### config.mk
export PLATFORM = sky130hd
export DESIGN_NAME = instruction_fetch_flat
export DESIGN_NICKNAME = d
export VERILOG_FILES = /design/src/rtl/instruction_fetch_if.sv /design/src/rtl/instruction_fetch.sv /design/src/flat_wrapper.sv
export SDC_FILE = /design/constraint.sdc
export NUM_CORES = 1
export LEC_CHECK = 0
export ABC_AREA = 1
export BUFFER_PORTS_ARGS = -buffer_cell sky130_fd_sc_hd__buf_2
export CORE_MARGIN = 4
export CORE_UTILIZATION = 34
export DETAILED_ROUTE_END_ITERATION = 12
export PLACE_DENSITY_LB_ADDON = 0.3
export SLEW_MARGIN = 20
export SYNTH_ARGS = -nofsm -noshare
export SYNTH_HDL_FRONTEND = slang
export SYNTH_SLANG_ARGS = --single-unit
### constraint.sdc
create_clock -name clk -period 3.1 [get_ports clk]
set_clock_uncertainty 0.15 [all_clocks]
set_input_delay 0.31 -clock clk [delete_from_list [all_inputs] [get_ports clk]]
set_output_delay 0.31 -clock clk [all_outputs]
set_load 0.03 [all_outputs]
### src/rtl/instruction_fetch_if.sv
// Fetch-stage bus: program memory port, decode handshake, and redirect input.
// The master modport is the fetch unit; the slave modport is memory/decode/branch logic.
interface instruction_fetch_if #(
    parameter int unsigned ADDR_WIDTH = 6
);
    logic [ADDR_WIDTH-1:0] pm_addr;
    logic [15:0]           pm_data;
    logic [15:0]           instr;
    logic [ADDR_WIDTH-1:0] instr_pc;
    logic                  instr_valid;
    logic                  instr_ready;
    logic                  redirect;
    logic [ADDR_WIDTH-1:0] redirect_addr;
    logic                  halted;

    modport master (
        output pm_addr, instr, instr_pc, instr_valid, halted,
        input  pm_data, instr_ready, redirect, redirect_addr
    );

    modport slave (
        input  pm_addr, instr, instr_pc, instr_valid, halted,
        output pm_data, instr_ready, redirect, redirect_addr
    );
endinterface

### src/rtl/instruction_fetch.sv
// Fetch stage: PC register, 2-entry prefetch queue of {instr, pc}, and redirect flush.
// Optional FETCH_HALT_ON_ZERO_EN stops fetch on a 16'h0000 word until the next redirect.
module instruction_fetch #(
    parameter int unsigned ADDR_WIDTH = 6
) (
    input logic                 clk,
    input logic                 rst,
    instruction_fetch_if.master bus
);
    typedef logic [ADDR_WIDTH-1:0] addr_t;

    addr_t       pc_q, pc_d;
    logic [15:0] q_instr_q [2];
    logic [15:0] q_instr_d [2];
    addr_t       q_pc_q [2];
    addr_t       q_pc_d [2];
    logic [1:0]  count_q, count_d;
    logic        halted_q, halted_d;

    logic pop, fetch, enq, zero_word, wr_slot;

`ifdef FETCH_HALT_ON_ZERO_EN
    assign zero_word = (bus.pm_data == 16'h0000);
`else
    assign zero_word = 1'b0;
`endif

    always_comb begin
        pop       = (count_q != 2'd0) && bus.instr_ready;
        fetch     = !halted_q && ((count_q != 2'd2) || pop);
        enq       = fetch && !zero_word;
        // Slot 0 is always the head; a pop shifts slot 1 down before the write lands.
        wr_slot   = (count_q == 2'd2) || ((count_q == 2'd1) && !pop);

        pc_d      = pc_q;
        q_instr_d = q_instr_q;
        q_pc_d    = q_pc_q;
        count_d   = count_q;
        halted_d  = halted_q;

        if (bus.redirect) begin
            pc_d     = bus.redirect_addr;
            count_d  = 2'd0;
            halted_d = 1'b0;
        end else begin
            if (fetch && zero_word) begin
                halted_d = 1'b1;
            end
            if (pop) begin
                q_instr_d[0] = q_instr_q[1];
                q_pc_d[0]    = q_pc_q[1];
            end
            if (enq) begin
                pc_d               = pc_q + addr_t'(1);
                q_instr_d[wr_slot] = bus.pm_data;
                q_pc_d[wr_slot]    = pc_q;
            end
            unique case ({enq, pop})
                2'b10:   count_d = count_q + 2'd1;
                2'b01:   count_d = count_q - 2'd1;
                default: count_d = count_q;
            endcase
        end
    end

    always_ff @(posedge clk) begin
        if (rst) begin
            pc_q         <= '0;
            q_instr_q[0] <= '0;
            q_instr_q[1] <= '0;
            q_pc_q[0]    <= '0;
            q_pc_q[1]    <= '0;
            count_q      <= 2'd0;
            halted_q     <= 1'b0;
        end else begin
            pc_q      <= pc_d;
            q_instr_q <= q_instr_d;
            q_pc_q    <= q_pc_d;
            count_q   <= count_d;
            halted_q  <= halted_d;
        end
    end

    assign bus.pm_addr     = pc_q;
    assign bus.instr_valid = (count_q != 2'd0);
    assign bus.instr       = bus.instr_valid ? q_instr_q[0] : 16'h0000;
    assign bus.instr_pc    = bus.instr_valid ? q_pc_q[0] : '0;
    assign bus.halted      = halted_q;
endmodule

### src/flat_wrapper.sv
// flat-port wrapper written by rule: the top's interface ports become plain ports
module instruction_fetch_flat 
#(
    parameter int unsigned ADDR_WIDTH = 6
)
  (clk, rst, bus_pm_addr, bus_instr, bus_instr_pc, bus_instr_valid, bus_halted, bus_pm_data, bus_instr_ready, bus_redirect, bus_redirect_addr);
  instruction_fetch_if #(.ADDR_WIDTH(ADDR_WIDTH)) bus_i ();
  input logic clk;
  input logic rst;
  output wire logic [$bits(bus_i.pm_addr)-1:0] bus_pm_addr;
  output wire logic [$bits(bus_i.instr)-1:0] bus_instr;
  output wire logic [$bits(bus_i.instr_pc)-1:0] bus_instr_pc;
  output wire logic [$bits(bus_i.instr_valid)-1:0] bus_instr_valid;
  output wire logic [$bits(bus_i.halted)-1:0] bus_halted;
  input wire logic [$bits(bus_i.pm_data)-1:0] bus_pm_data;
  input wire logic [$bits(bus_i.instr_ready)-1:0] bus_instr_ready;
  input wire logic [$bits(bus_i.redirect)-1:0] bus_redirect;
  input wire logic [$bits(bus_i.redirect_addr)-1:0] bus_redirect_addr;
  assign bus_pm_addr = bus_i.pm_addr;
  assign bus_instr = bus_i.instr;
  assign bus_instr_pc = bus_i.instr_pc;
  assign bus_instr_valid = bus_i.instr_valid;
  assign bus_halted = bus_i.halted;
  assign bus_i.pm_data = bus_pm_data;
  assign bus_i.instr_ready = bus_instr_ready;
  assign bus_i.redirect = bus_redirect;
  assign bus_i.redirect_addr = bus_redirect_addr;
  instruction_fetch #(.ADDR_WIDTH(ADDR_WIDTH)) u_core (.clk(clk), .rst(rst), .bus(bus_i));
endmodule
==> metrics.md <==
| Metric | Value |
|---|---|
| Post-synth EDFFs | 0 |
| Max_slew headroom | 0.497 |
| Setup crit end kind | flip-flop |
| Pin count of the biggest net entering global routing | between 70 and 80 |
| Grt ovf | 0 |
| R2R Path Start | u_core.count_q[0]$_SDFFE_PP0P_ |
| Worst skew pair latency | 0.31 ns |
| Die Area | 9840 um^2 |
| Final net count | 523 |
| Syn. warnings | 0 |
| Reg power frac | 0.424 |
| Startpoint types | flip-flop |
| Worst hold stages | 3 |
| Core Region | 7890 um^2 |
| Async SR Flop Fraction | 0 |
| CTS tree | built |
| Initial Util | 0.359 |
| Root Buffer | clkbuf_8 |
| Final Hold Vio Count | 0 |
| H-tree Lvls | 2 |
| R2R depth | 9 |
| Synth area leader | dfxtp_1 |
| Post-DR vias/cell | about 4.8 |
| Worst EP required | 3.15 ns |
| Netlist cell types | 24 |
| Most frequent cells after synthesis | nand2_1 (146), nor2_1 (57), dfxtp_1 (52), nand3_1 (50), inv_1 (45) |
| Setup violators final | 0 |
| DRT iter0 DRCs | 204 |
| Clk slew on worst S/H paths | 0.10 ns |
| Fin cells | between 500 and 600 |
| Sw Ratio | 0.302 |
| PortBufs | between 50 and 60 |
| Post-Syn Area | ~2800 um^2 |
| VDD IR max | ~0.00022 V |
| Post-route cell area | 3310 um^2 |
| Gpl congestion | 0.828 |
| Vias in the first global route | 2638 |
| Post-CTS sizing | 0 |
| CTS Hold Bufs | 0 |
| Die Y | 99.2 um |
| Synth top area share | 0.368 |
| Synthesized flop and latch total | 52 |
| Placed Cells | 588 |
| Die width | 99.2 um |
| CTS buffer count | 5 |
| Fin util | 0.419 |
| Antenna cell count | 0 |
| Post-CTS Setup Inserts | 0 |
| CP max-delay cell | nand2_4 |
| Delay of the slowest cell on the worst path | roughly 0.52 ns |
| Unrepaired setup endpoints after global routing | no |
| Num rows | 32 |
| Initial antenna violation count | 0 |
| Total GRT Usage | 0.145 |
| Comb pwr share | 0.225 |
| Fillers | 871 |
| Peak Freq | 407 MHz |
| Hold Path Sink | u_core.q_instr_q[31]$_SDFFE_PP0N_ |
| Crit path DAT | 2.51 ns |
| Clk pwr share | 0.351 |
| Hold_ws | between 0.1 and 0.15 ns |
| Final WL | 6.97 mm |
| P&R area growth vs syn | 17.0% |
| DR pass1 iterations | 4 |
| Post-synthesis sequential area ratio | 0.368 |
| First-pass GRT wire length | 12.0 mm |
| Status | completed |
| Synthesized instance count | around 450 |
| TritonCTS Sinks | 52 |
| Pint | 1.27 mW |
| R2r setup slk | 0.64 ns |
| Minimum clock period | 2.46 ns |
| Fin crit share | 0.793 |
| Leakage | 1.65 nW |
| Slew Limit Fails | 0 |
| Hold crit path type | primary input to flip-flop |
| Dpl cell area | 3150 um^2 |
| Capturing point of the worst reg2reg path | u_core.q_instr_q[26]$_SDFFE_PP0N_ |
| Max Root-Sink Buffers | 2 |
| Total negative slack | 0 ns |
| Mapped Avg Cell Area | 6.23 um^2 |
| DRC | 0 |
| Most frequent cell after synthesis | nand2_1 |
| Hold path startpoint | bus_pm_data[15] |
| PD cells | 549 nW/um^2 |
| Switching pwr | 0.548 mW |
| Boundary Pins | 56 |
| Share of layout cells above drive strength 1 | 0.156 |
| Vias | about 2800 |
| DP HPWL | roughly 4.5 mm |
| Max cap viols | 0 |
| Crit-path cells | inv_1 -> ha_1 -> inv_2 -> nand2_4 -> nand2_2 -> nand2_4 -> inv_2 -> nor2_1 -> o21ai_1 |
| Worst-Margin Slew | 0.753 ns |
| Avg WL per Cell | 11.7 um |
| Remaining antenna violation count | 0 |
| Critical path type | flip-flop to flip-flop |
| CP max FO | 73 |
| Ys flop type | dfxtp_1 |
| Main area contributors after synthesis | dfxtp_1 (37%), nand2_1 (19%), nand3_1 (8.8%) |
| Post-synth net total | 484 |
==> cell usage in the layout, fill, tap and decap left out, types with 2 or more instances in the layout <==
master / n
o21ai_0: 15
a21oi_1: 28
or2_1: 4
nand3b_1: 8
buf_2: 54
nand4_1: 3
nand2_4: 2
ha_1: 4
bufinv_16: 3
buf_4: 4
o21ai_1: 4
inv_2: 2
nand2_1: 146
dfxtp_1: 52
inv_1: 45
nor2_1: 55
nand3_1: 50
or2_2: 2
nor2_2: 2
clkbuf_8: 5
==> power groups by stage <==
stage | clock network [mW] | logic (mW) | registers [mW]
after global placement | 0 | 0.405 | 0.782
after global routing | 0.674 | 0.471 | 0.778
after detailed placement | 0 | 0.415 | 0.784
after floorplan | 0 | 0.314 | 0.785
after CTS | 0.654 | 0.416 | 0.769
final | 0.638 | 0.409 | 0.769
==> critical path: cells and delay by family, from the launching register on <==
family,cells,cell delay [ns]
compound gates,1,0.09
fa+ha+maj,1,0.20
buf+inv,3,0.47
flops,1,0.32
simple gates,4,1.10
==> layer usage <==
layer,vias up,track usage,part of all wire
met4,0,0.0357,0.0085
li1,1486,-,-
met1,1272,0.186,0.47
met5,-,0,0
met3,6,0.0309,0.061
met2,69,0.250,0.46
==> worst max path at each step <==
stage | from | end | slack, ns | cells after the start
final | u_core.count_q[0]$_SDFFE_PP0P_ | u_core.q_instr_q[26]$_SDFFE_PP0N_ | 0.64 | 9
after global placement | u_core.count_q[0]$_SDFFE_PP0P_ | u_core.q_instr_q[26]$_SDFFE_PP0N_ | 0.72 | 9
after floorplan | u_core.count_q[0]$_SDFFE_PP0P_ | u_core.q_instr_q[28]$_SDFFE_PP0N_ | 1.31 | 10
after detailed placement | u_core.count_q[0]$_SDFFE_PP0P_ | u_core.q_instr_q[26]$_SDFFE_PP0N_ | 0.64 | 9
after CTS | u_core.count_q[0]$_SDFFE_PP0P_ | u_core.q_instr_q[26]$_SDFFE_PP0N_ | 0.61 | 9
after global routing | u_core.count_q[0]$_SDFFE_PP0P_ | u_core.q_instr_q[26]$_SDFFE_PP0N_ | 0.43 | 9
==> stage by stage <==
stage | total power, mW | worst slack (ns)
after CTS | 1.84 | 0.613
final | 1.82 | 0.642
after floorplan | 1.10 | 1.31
after global placement | 1.19 | 0.716
after detailed placement | 1.20 | 0.637
after global routing | 1.92 | 0.429
==> cells by family (layout without fill, tap and decap cells) <==
| logic type | after synthesis | in the layout | share of synthesized area |
|---|---|---|---|
| compound gates | 49 | 49 | 0.0916 |
| fa+ha+maj | 4 | 4 | 0.0177 |
| buf+inv | 74 | 114 | 0.109 |
| flops | 52 | 52 | 0.368 |
| simple gates | 273 | 273 | 0.409 |
| other cells | 1 | 1 | 0.00133 |
| xor+xnor | 1 | 1 | 0.00310 |
==> cell type report <==
type	instances	area, um^2	area share
multi-input combinational	328	1480	0.449
sequential	52	1040	0.315
timing repair buffer	59	320	0.0968
inverter	47	176	0.0533
tap	102	128	0.0386
clock inverter	3	90.1	0.0272
clock buffer	5	68.8	0.0208
No activity file was read; power rests on OpenSTA's default activity.
